[config.mk]
export PLATFORM = sky130hd
export DESIGN_NAME = join_any_ctrl
export DESIGN_NICKNAME = d
export VERILOG_FILES = /design/src/rtl/join_any_pkg.sv /design/src/rtl/ja_task_timer.sv /design/src/rtl/join_any_ctrl.sv
export SDC_FILE = /design/constraint.sdc
export NUM_CORES = 1
export LEC_CHECK = 0
export CORE_AREA = 2 2 140 142
export DETAILED_ROUTE_END_ITERATION = 7
export DIE_AREA = 0 0 142 144
export PLACE_DENSITY = 0.79
export SYNTH_ARGS = -nofsm -noshare
export SYNTH_HDL_FRONTEND = slang
export SYNTH_SLANG_ARGS = --single-unit
[constraint.sdc]
create_clock -name clk -period 3.83 [get_ports clk]
set_input_delay 0.766 -clock clk [delete_from_list [all_inputs] [get_ports clk]]
set_output_delay 0.766 -clock clk [all_outputs]
set_load 0.05 [all_outputs]
[src/rtl/join_any_pkg.sv]
// Shared constants and state encoding for the join_any controller.
package join_any_pkg;

  localparam int unsigned NUM_BR_DEF  = 3;
  localparam int unsigned NUM_SEQ_DEF = 2;
  localparam int unsigned DLY_W_DEF   = 8;
  localparam int unsigned TIME_W_DEF  = 16;
  localparam int unsigned ID_W        = 4;

  typedef enum logic [1:0] {
    S_IDLE  = 2'd0,
    S_FORK  = 2'd1,
    S_SEQ   = 2'd2,
    S_DRAIN = 2'd3
  } state_e;

endpackage

[src/rtl/ja_task_timer.sv]
// Delay timer: i_load clears it, i_en marks the origin cycle, o_done_c fires
// i_dly cycles later (same cycle when i_dly is 0), i_kill abandons the count.
module ja_task_timer #(
  parameter int unsigned DLY_W = 8
) (
  input  logic             clk,
  input  logic             rst_n,
  input  logic             i_load,
  input  logic             i_en,
  input  logic             i_kill,
  input  logic [DLY_W-1:0] i_dly,
  output logic             o_done_c
);

  logic             r_run;
  logic [DLY_W-1:0] r_cnt;

  // Completion is visible in the cycle it happens so zero delays can chain.
  assign o_done_c = (i_en && (i_dly == '0)) || (r_run && (r_cnt == i_dly));

  // Elapsed-cycle counter; kill wins over a start in the same cycle.
  always_ff @(posedge clk or negedge rst_n) begin
    if (!rst_n) begin
      r_run <= 1'b0;
      r_cnt <= '0;
    end else if (i_load || i_kill) begin
      r_run <= 1'b0;
      r_cnt <= '0;
    end else if (r_run) begin
      if (r_cnt == i_dly) r_run <= 1'b0;
      else                r_cnt <= r_cnt + DLY_W'(1);
    end else if (i_en && (i_dly != '0)) begin
      r_run <= 1'b1;
      r_cnt <= DLY_W'(1);
    end
  end

endmodule

[src/rtl/join_any_ctrl.sv]
// Fork/join_any controller: parallel branches, a sequential post-join chain,
// auto-disable of stragglers and an ordered completion event stream.
module join_any_ctrl
  import join_any_pkg::*;
#(
  parameter int unsigned NUM_BR  = NUM_BR_DEF,
  parameter int unsigned NUM_SEQ = NUM_SEQ_DEF,
  parameter int unsigned DLY_W   = DLY_W_DEF,
  parameter int unsigned TIME_W  = TIME_W_DEF
) (
  input  logic                     clk,
  input  logic                     rst_n,
  input  logic                     start,
  input  logic [NUM_BR*DLY_W-1:0]  br_delay,
  input  logic [NUM_SEQ*DLY_W-1:0] seq_delay,
  input  logic                     kill,
  output logic                     busy,
  output logic                     any_done,
  output logic                     evt_valid,
  output logic [ID_W-1:0]          evt_id,
  output logic [DLY_W-1:0]         evt_delay,
  output logic [TIME_W-1:0]        evt_time,
  output logic [NUM_BR-1:0]        killed_mask,
  output logic                     done
);

  localparam int unsigned NUM_T = NUM_BR + NUM_SEQ;

  state_e              r_state, w_state_nxt;
  logic [TIME_W-1:0]   r_ts;
  logic [DLY_W-1:0]    r_dly   [NUM_T];
  logic [TIME_W-1:0]   r_ctime [NUM_T];
  logic [NUM_T-1:0]    r_pend;
  logic [NUM_BR-1:0]   r_fin;
  logic [NUM_BR-1:0]   r_killed;
  logic                r_busy, r_any_done, r_evt_valid, r_done;
  logic [ID_W-1:0]     r_evt_id;
  logic [DLY_W-1:0]    r_evt_delay;
  logic [TIME_W-1:0]   r_evt_time;

  logic                w_accept, w_br_go, w_first, w_last_seq, w_disable;
  logic [NUM_BR-1:0]   w_br_done;
  logic [NUM_SEQ-1:0]  w_seq_done;
  logic [NUM_T-1:0]    w_new, w_cand, w_sel;
  logic                w_sel_vld;
  logic [ID_W-1:0]     w_sel_id;
  logic [DLY_W-1:0]    w_sel_dly;
  logic [TIME_W-1:0]   w_sel_time;

  assign w_accept   = (r_state == S_IDLE) && start;
  assign w_br_go    = (r_state == S_FORK) && (r_ts == '0);
  assign w_first    = (r_state == S_FORK) && (|w_br_done);
  assign w_last_seq = w_seq_done[NUM_SEQ-1];
  assign w_disable  = (kill && ((r_state == S_FORK) || (r_state == S_SEQ))) || w_last_seq;
  assign w_new      = {w_seq_done, w_br_done};
  assign w_cand     = r_pend | w_new;

  // Branch timers all share the first FORK cycle as their origin.
  for (genvar b = 0; b < NUM_BR; b++) begin : g_br
    ja_task_timer #(.DLY_W(DLY_W)) u_tmr (
      .clk      (clk),
      .rst_n    (rst_n),
      .i_load   (w_accept),
      .i_en     (w_br_go),
      .i_kill   (w_disable),
      .i_dly    (r_dly[b]),
      .o_done_c (w_br_done[b])
    );
  end

  // Sequential chain: each task starts from its predecessor's completion.
  for (genvar s = 0; s < NUM_SEQ; s++) begin : g_seq
    logic w_go;
    logic w_dn;
    if (s == 0) begin : g_head
      assign w_go = w_first;
    end else begin : g_link
      assign w_go = g_seq[s-1].w_dn;
    end
    ja_task_timer #(.DLY_W(DLY_W)) u_tmr (
      .clk      (clk),
      .rst_n    (rst_n),
      .i_load   (w_accept),
      .i_en     (w_go),
      .i_kill   (1'b0),
      .i_dly    (r_dly[NUM_BR+s]),
      .o_done_c (w_dn)
    );
    assign w_seq_done[s] = w_dn;
  end

  // Pick the lowest pending-or-new id for emission this cycle.
  always_comb begin
    w_sel_vld  = 1'b0;
    w_sel_id   = '0;
    w_sel_dly  = '0;
    w_sel_time = '0;
    w_sel      = '0;
    for (int j = NUM_T - 1; j >= 0; j--) begin
      if (w_cand[j]) begin
        w_sel_vld  = 1'b1;
        w_sel_id   = ID_W'(j + 1);
        w_sel_dly  = r_dly[j];
        w_sel_time = w_new[j] ? r_ts : r_ctime[j];
        w_sel      = '0;
        w_sel[j]   = 1'b1;
      end
    end
  end

  // State register.
  always_ff @(posedge clk or negedge rst_n) begin
    if (!rst_n) r_state <= S_IDLE;
    else        r_state <= w_state_nxt;
  end

  // Next-state logic.
  always_comb begin
    w_state_nxt = r_state;
    case (r_state)
      S_IDLE:  if (start)        w_state_nxt = S_FORK;
      S_FORK:  if (w_first)      w_state_nxt = w_last_seq ? S_DRAIN : S_SEQ;
      S_SEQ:   if (w_last_seq)   w_state_nxt = S_DRAIN;
      S_DRAIN: if (r_pend == '0) w_state_nxt = S_IDLE;
      default:                   w_state_nxt = S_IDLE;
    endcase
  end

  // Run bookkeeping, timestamp, pending flags and registered outputs.
  always_ff @(posedge clk or negedge rst_n) begin
    if (!rst_n) begin
      r_ts        <= '0;
      r_pend      <= '0;
      r_fin       <= '0;
      r_killed    <= '0;
      r_busy      <= 1'b0;
      r_any_done  <= 1'b0;
      r_evt_valid <= 1'b0;
      r_done      <= 1'b0;
      r_evt_id    <= '0;
      r_evt_delay <= '0;
      r_evt_time  <= '0;
      for (int j = 0; j < NUM_T; j++) begin
        r_dly[j]   <= '0;
        r_ctime[j] <= '0;
      end
    end else begin
      r_any_done  <= w_first;
      r_evt_valid <= w_sel_vld;
      r_done      <= 1'b0;
      if (w_sel_vld) begin
        r_evt_id    <= w_sel_id;
        r_evt_delay <= w_sel_dly;
        r_evt_time  <= w_sel_time;
      end
      for (int j = 0; j < NUM_T; j++) begin
        if (w_new[j]) r_ctime[j] <= r_ts;
      end
      if (w_accept) begin
        r_busy   <= 1'b1;
        r_ts     <= '0;
        r_pend   <= '0;
        r_fin    <= '0;
        r_killed <= '0;
        for (int j = 0; j < NUM_BR; j++)  r_dly[j]        <= br_delay[j*DLY_W +: DLY_W];
        for (int j = 0; j < NUM_SEQ; j++) r_dly[NUM_BR+j] <= seq_delay[j*DLY_W +: DLY_W];
      end else begin
        if (r_busy && (r_ts != '1)) r_ts <= r_ts + TIME_W'(1);
        r_pend <= w_cand & ~w_sel;
        r_fin  <= r_fin | w_br_done;
        // A branch finishing in the disable cycle counts as completed.
        if (w_disable) r_killed <= r_killed | ~(r_fin | w_br_done);
        if ((r_state == S_DRAIN) && (r_pend == '0)) begin
          r_done <= 1'b1;
          r_busy <= 1'b0;
        end
      end
    end
  end

  assign busy        = r_busy;
  assign any_done    = r_any_done;
  assign evt_valid   = r_evt_valid;
  assign evt_id      = r_evt_id;
  assign evt_delay   = r_evt_delay;
  assign evt_time    = r_evt_time;
  assign killed_mask = r_killed;
  assign done        = r_done;

endmodule

==> Word level (Yosys, flattened, before mapping) <==
Index checks and enable logic that the tools add are counted.
{ "word_totals": {"elab_cells": 205, "output_inout_bits": 35, "in_bits": 44, "ff_bits": 226} }
{ "op_classes": {"mux": 86, "bitwise": 6, "n_reduce_logical": 57, "addsub": 6, "n_eq_ne": 18} }
{ "op_table": {"columns": ["operator", "n"], "rows": [
  ["$mux 8", 25],
  ["$mux 16", 12],
  ["$add 8x1->8 const B", 5],
  ["$eq 8x8->1", 5],
  ["$logic_not 8->1", 5],
  ["$reduce_bool 8->1", 5],
  ["$mux 1", 30],
  ["$mux 5", 6],
  ["$logic_and 1x1->1", 21],
  ["$add 16x1->16 const B", 1],
  ["$logic_not 16->1", 1],
  ["$mux 4", 4],
  ["$ne 16x16->1 const B", 1],
  ["$ne 3x3->1 const B", 5],
  ["$reduce_bool 3->1", 5],
  ["$mux 3", 4],
  ["$reduce_and 2->1", 5],
  ["$logic_or 1x1->1", 8],
  ["$mux 2", 4],
  ["$pmux 2 s4", 1],
  ["$ne 2x2->1 const B", 3],
  ["$or 3x3->3", 2],
  ["$reduce_bool 2->1", 3],
  ["$and 5x5->5", 1],
  ["other kinds (10)", 11]
]} }

==> Depth between registers and ports, before layout <==
{ "depth": {"word_depth": 19, "ltp_mapped": 15, "ltp_nobuf": 11} }

==> By module <==
Synthesis repeated with hierarchy kept, for this count alone.
{ "hier_totals": {"hier_cells": 1244, "area_unflattened_um2": 11626.2} }
{ "by_module_without_submodules": {"columns": ["module", "cells_each", "seq_area_each_um2", "area_per_inst_um2", "n_inst"], "rows": [
  ["join_any_ctrl", 874, 4078.9, 8185.4, 1],
  ["ja_task_timer", 74, 225.2, 688.2, 5]
]} }

==> Least setup slack after synthesis <==
Ideal clock, no wire load.
{ "synth_timing": {"path_type": "flip-flop to flip-flop", "startpoint": "register r_ts[0]", "endpoint": "register r_state[0]", "required_ps": 3701, "setup_time_ps": 129, "path_buffers": 4, "arrival_time_ps": 2850, "stages_incl_launch_ff": 14, "slack_ps": 851, "synth_period_minus_slack_ps": 2979, "path_cell_list": "dfrtp_1 > clkbuf_1 > inv_1 > ha_1 > and4bb_2 > and4_1 > buf_2 > o31ai_1 > and4b_1 > buf_6 > o311a_1 > buf_2 > a221o_1 > o41a_1"} }
{ "synth_via": {"elab_chain_cells": 13, "word_cells_on_any_way": 20, "cone_classes": "eq/ne: 2; mux: 3; reduce/logical: 15"} }
{ "synth_rtl": {"columns": ["element", "line_no", "rtl"], "rows": [
  ["from (decl)", "join_any_ctrl.sv:30", "logic [TIME_W-1:0] r_ts;"],
  ["from (signal assigned)", "join_any_ctrl.sv:168", "if (r_busy && (r_ts != '1)) r_ts <= r_ts + TIME_W'(1);"],
  ["$logic_not 16->1 (*)", "join_any_ctrl.sv:51", "assign w_br_go = (r_state == S_FORK) && (r_ts == '0);"],
  ["$logic_and 1x1->1 (*)", "join_any_ctrl.sv:51", null],
  ["$logic_and 1x1->1", "ja_task_timer.sv:19", "assign o_done_c = (i_en && (i_dly == '0)) || (r_run && (r_cnt == i_dly));"],
  ["$logic_or 1x1->1", "ja_task_timer.sv:19", null],
  ["$reduce_or 3->1 (*)", "join_any_ctrl.sv:52", "assign w_first = (r_state == S_FORK) && (|w_br_done);"],
  ["$logic_and 1x1->1 (*)", "join_any_ctrl.sv:52", null],
  ["$logic_and 1x1->1", "ja_task_timer.sv:19", null],
  ["$logic_or 1x1->1", "ja_task_timer.sv:19", null],
  ["$logic_and 1x1->1", "ja_task_timer.sv:19", null],
  ["$logic_or 1x1->1", "ja_task_timer.sv:19", null],
  ["$mux 1", "join_any_ctrl.sv:122", "S_FORK: if (w_first) w_state_nxt = w_last_seq ? S_DRAIN : S_SEQ;"],
  ["$mux 2", "join_any_ctrl.sv:122", null],
  ["$pmux 2 s4", "join_any_ctrl.sv:120", "case (r_state)"],
  ["to (signal assigned)", "join_any_ctrl.sv:114", "else r_state <= w_state_nxt;"],
  ["to (decl)", "join_any_ctrl.sv:29", "state_e r_state, w_state_nxt;"]
]} }
Mark *: on every way between the ends. The rest lies on a longest branch, timed or not. The select of a mux whose other input is x is not followed.
A chain may end at the register's enable or synchronous reset.

==> Worst setup path in the final report <==
{ "layout_timing": {"startpoint": "register r_state[1]", "endpoint": "register r_evt_time[8] (netlist: evt_time[8])"} }
{ "layout_via": {"elab_chain_cells": 16, "word_cells_on_any_way": 30, "cone_classes": "eq/ne: 1; mux: 15; bitwise: 1; reduce/logical: 13"} }
{ "layout_rtl": {"columns": ["element", "line_no", "rtl"], "rows": [
  ["$eq 2x1->1 (*)", "join_any_ctrl.sv:51, join_any_ctrl.sv:52", null],
  ["$logic_and 1x1->1", "join_any_ctrl.sv:51", null],
  ["$logic_and 1x1->1", "ja_task_timer.sv:19", null],
  ["$logic_or 1x1->1", "ja_task_timer.sv:19", null],
  ["$reduce_or 3->1", "join_any_ctrl.sv:52", null],
  ["$logic_and 1x1->1", "join_any_ctrl.sv:52", null],
  ["$logic_and 1x1->1", "ja_task_timer.sv:19", null],
  ["$logic_or 1x1->1", "ja_task_timer.sv:19", null],
  ["$logic_and 1x1->1", "ja_task_timer.sv:19", null],
  ["$logic_or 1x1->1", "ja_task_timer.sv:19", null],
  ["$mux 16 or $or 5x5->5 (tied branches)", null, null],
  ["$mux 16 or $mux 1 (tied branches) (5 in series)", "join_any_ctrl.sv:100", "if (w_cand[j]) begin"],
  ["to (signal assigned)", "join_any_ctrl.sv:154", "r_evt_time <= w_sel_time;"],
  ["to (decl)", "join_any_ctrl.sv:39", "logic [TIME_W-1:0] r_evt_time;"]
]} }
Mark *: on every way between the ends. The rest lies on a longest branch, timed or not.

==> out/results.ini <==
[cts]
htree_levels=1
cts-root-buf=clkbuf_16
ctsResizeCount=0
clock_latency_ps=510
clk_pin_slew_worst_paths_ps=60
hold_buffers=0
cts_buffers=23
cts_max_path_buffers=3
cts_tree=yes
cts_setup_buffers=0
clock-sinks=208

[final_layout]
seqCellArea_um2=5200
final_util=0.675
fin_nets=1353
drive_gt1_frac=0.107
n_fill_cell=1495
multi_input_area_um2=5390
postLayoutCellArea_um2=12900
area_delta_synth_final_pct=16.7

[setup_path]
critPathBufInv=3
cp_slowest_cell=dfrtp_1
path_cells=inv_1 > ha_1 > and4bb_2 > and4_1 > o31ai_1 > and4b_1 > buf_4 > o311a_1 > buf_4 > a311oi_1 > o31ai_1
path_max_fanout=40
worst_setup_path_end_kind=flop
cp_data_arrival_time_ps=3800
cp.required_ps=4190
crit_type=reg -> reg
startpoint_type=flop
path_delay_family=compound AO/OA/AOI/OAI gates
max_stage_delay_ps=420

[route]
first_iter_violations=1032
drt_pass1_iterations=6
vias_per_cell=6.36
via_count=9857
drt_wl_total_um=31600
wl_per_cell_um=20.4
drtAntennaViolNets=0
drc_errors=0

[synthesis]
synth_area_um2=11000
synth-seq-cells=208
synth_nets=1291
synth_top_area_frac=0.471
async_flop_share=1.00
synth-edff-count=0
yosysTopAreaCell=dfrtp_1
yosysUniqueCellTypes=66
synth_common_cells=nand2_1 (280), dfrtp_1 (208), nor2_1 (97), clkbuf_1 (70)
synth_top_flop_cell=dfrtp_1
synth.most_common_cell=nand2_1
avgSynthCellArea_um2=8.94
seq_area_frac_synth=0.471
ys_top_cells_by_area=dfrtp_1 (47%), nand2_1 (9.5%), xnor2_1 (3.3%), nor2_1 (3.3%), mux2_2 (2.9%)
syn_inst=1235
yosys_warnings=0

[grt]
grt_pass1_wl_um=50200
antenna_found_initial=1
grt_max_degree=85
gr-total-overflow=0
grt_pass1_vias=9429
gr-usage-all-layers=0.311

[timing]
tightestPinTransition_ps=1020
rsz0062_at_grt=no
slew_viol_final=0
clock.fmax_mhz=290
final.setup_skew_ps=14.7
fin_setup_tns_ps=0
fin_crit_ps=3440
fin_crit_sh=0.899
setup_viol=0
finalHoldViolations=0
hold_ws_ps=278
slew_headroom=0.316

[run_status]
outcome=finished clean

[die]
ioPinCount=79
die_x_um=142
die_h_um=144
dieArea_um2=20400
start_util=0.579
core_area_um2=19100
rows=51

[power_and_ir_drop]
powerDensity_nw_per_um2=355
max-vdd-ir-drop_mv=0.331
total_power_mw=4.57
p_leak_nw=6.20

[place]
place.gp.congestion=0.939
post-dp-hpwl_um=20800
io_buffer_count=77
dpl-instance-area_um2=12100

[worst_hold_path]
min_path_type=in -> async

[run]
maxCapViolations=0

## area by class of cell
class / count / area share
multi-input cells: 913 / 0.418
flip-flops and latches: 208 / 0.404
repair buffers: 120 / 0.0861
clock buffers: 31 / 0.0501
well taps: 238 / 0.0231
clock inverters: 8 / 0.00923
inverters: 31 / 0.00903
diodes: 1 / 0.000194
## per-stage QoR
step	worst slack (ps)	instances
4_1_cts	433	1549
3_5_place_dp	487	1510
3_3_place_gp	548	1510
5_1_grt	143	1550
2_1_floorplan	851	1235
6_report	386	1550
## path summary, 6_finish.rpt
path                             start     endpoint  cells after the start  slack, ps
max                         r_state[1]  evt_time[8]                     11        390
min                              rst_n     r_dly[7]                      1        280
max reg2reg                 r_state[1]  evt_time[8]                     11        390
min reg2reg                r_ctime[48]  r_ctime[48]                      2        460
max in group asynchronous        rst_n  r_ctime[48]                      2       2650
min in group clk           r_ctime[48]  r_ctime[48]                      2        460
## cells in the final DEF, fill, tap and decap left out, types with 15 or more instances in the layout
| cell type | n |
|---|---|
| nand2_1 | 280 |
| dfrtp_1 | 208 |
| nor2_1 | 96 |
| clkdlybuf4s50_1 | 76 |
| a21oi_1 | 47 |
| nor3_1 | 46 |
| nand3_1 | 42 |
| xnor2_1 | 42 |
| buf_4 | 42 |
| o21ai_0 | 39 |
| inv_1 | 29 |
| mux2_2 | 28 |
| a22oi_1 | 26 |
| clkbuf_16 | 23 |
| xor2_1 | 18 |
| o31ai_1 | 18 |
| o211ai_1 | 17 |
| o221a_2 | 16 |
| a2bb2oi_1 | 16 |
| a311oi_1 | 16 |
| o22ai_1 | 15 |
| o211a_1 | 15 |
## report_power, final
| group | internal, mW | switching [mW] | total, mW | leakage [nW] |
|---|---|---|---|---|
| registers | 2.20 | 0 | 2.20 | 2.76 |
| clock network | 1.38 | 0.893 | 2.27 | 0.379 |
| logic | 0.0448 | 0.0585 | 0.103 | 3.05 |
## logic make-up (layout without fill, tap and decap cells)
| kind of cell | Yosys count | after routing | share of synthesized area |
|---|---|---|---|
| AND/OR/NAND/NOR | 546 | 546 | 0.222 |
| AO/OA/AOI/OAI | 266 | 266 | 0.175 |
| flip-flops | 208 | 208 | 0.471 |
| buffers and inverters | 114 | 190 | 0.0417 |
| XOR/XNOR | 60 | 60 | 0.0476 |
| multiplexers | 28 | 28 | 0.0285 |
| adder cells (fa/ha/maj) | 12 | 12 | 0.0136 |
| other | 1 | 2 | 0.000340 |
## state kept, by name (all words and copies together) (netlist names)
register           cells
done                   1
g_seq.u_tmr.r_run      2
any_done               1
r_dly                 40
evt_delay              8
evt_id                 3
g_br.u_tmr.r_cnt      24
busy                   1
r_ts                  16
r_state                2
killed_mask            3
r_pend                 4
r_fin                  3
g_br.u_tmr.r_run       3
evt_time              16
g_seq.u_tmr.r_cnt     16
r_ctime               64
evt_valid              1
## metal layers
| layer | up-vias | wire length (um) | part of all wire | GRT usage |
|---|---|---|---|---|
| met5 | - | 0 | 0 | 0 |
| met4 | 0 | 1180 | 0.037 | 0.126 |
| met3 | 105 | 2900 | 0.092 | 0.0503 |
| met2 | 535 | 14400 | 0.46 | 0.488 |
| met1 | 4735 | 13100 | 0.41 | 0.434 |
| li1 | 4482 | - | - | - |
No activity file was read; power rests on OpenSTA's default activity.
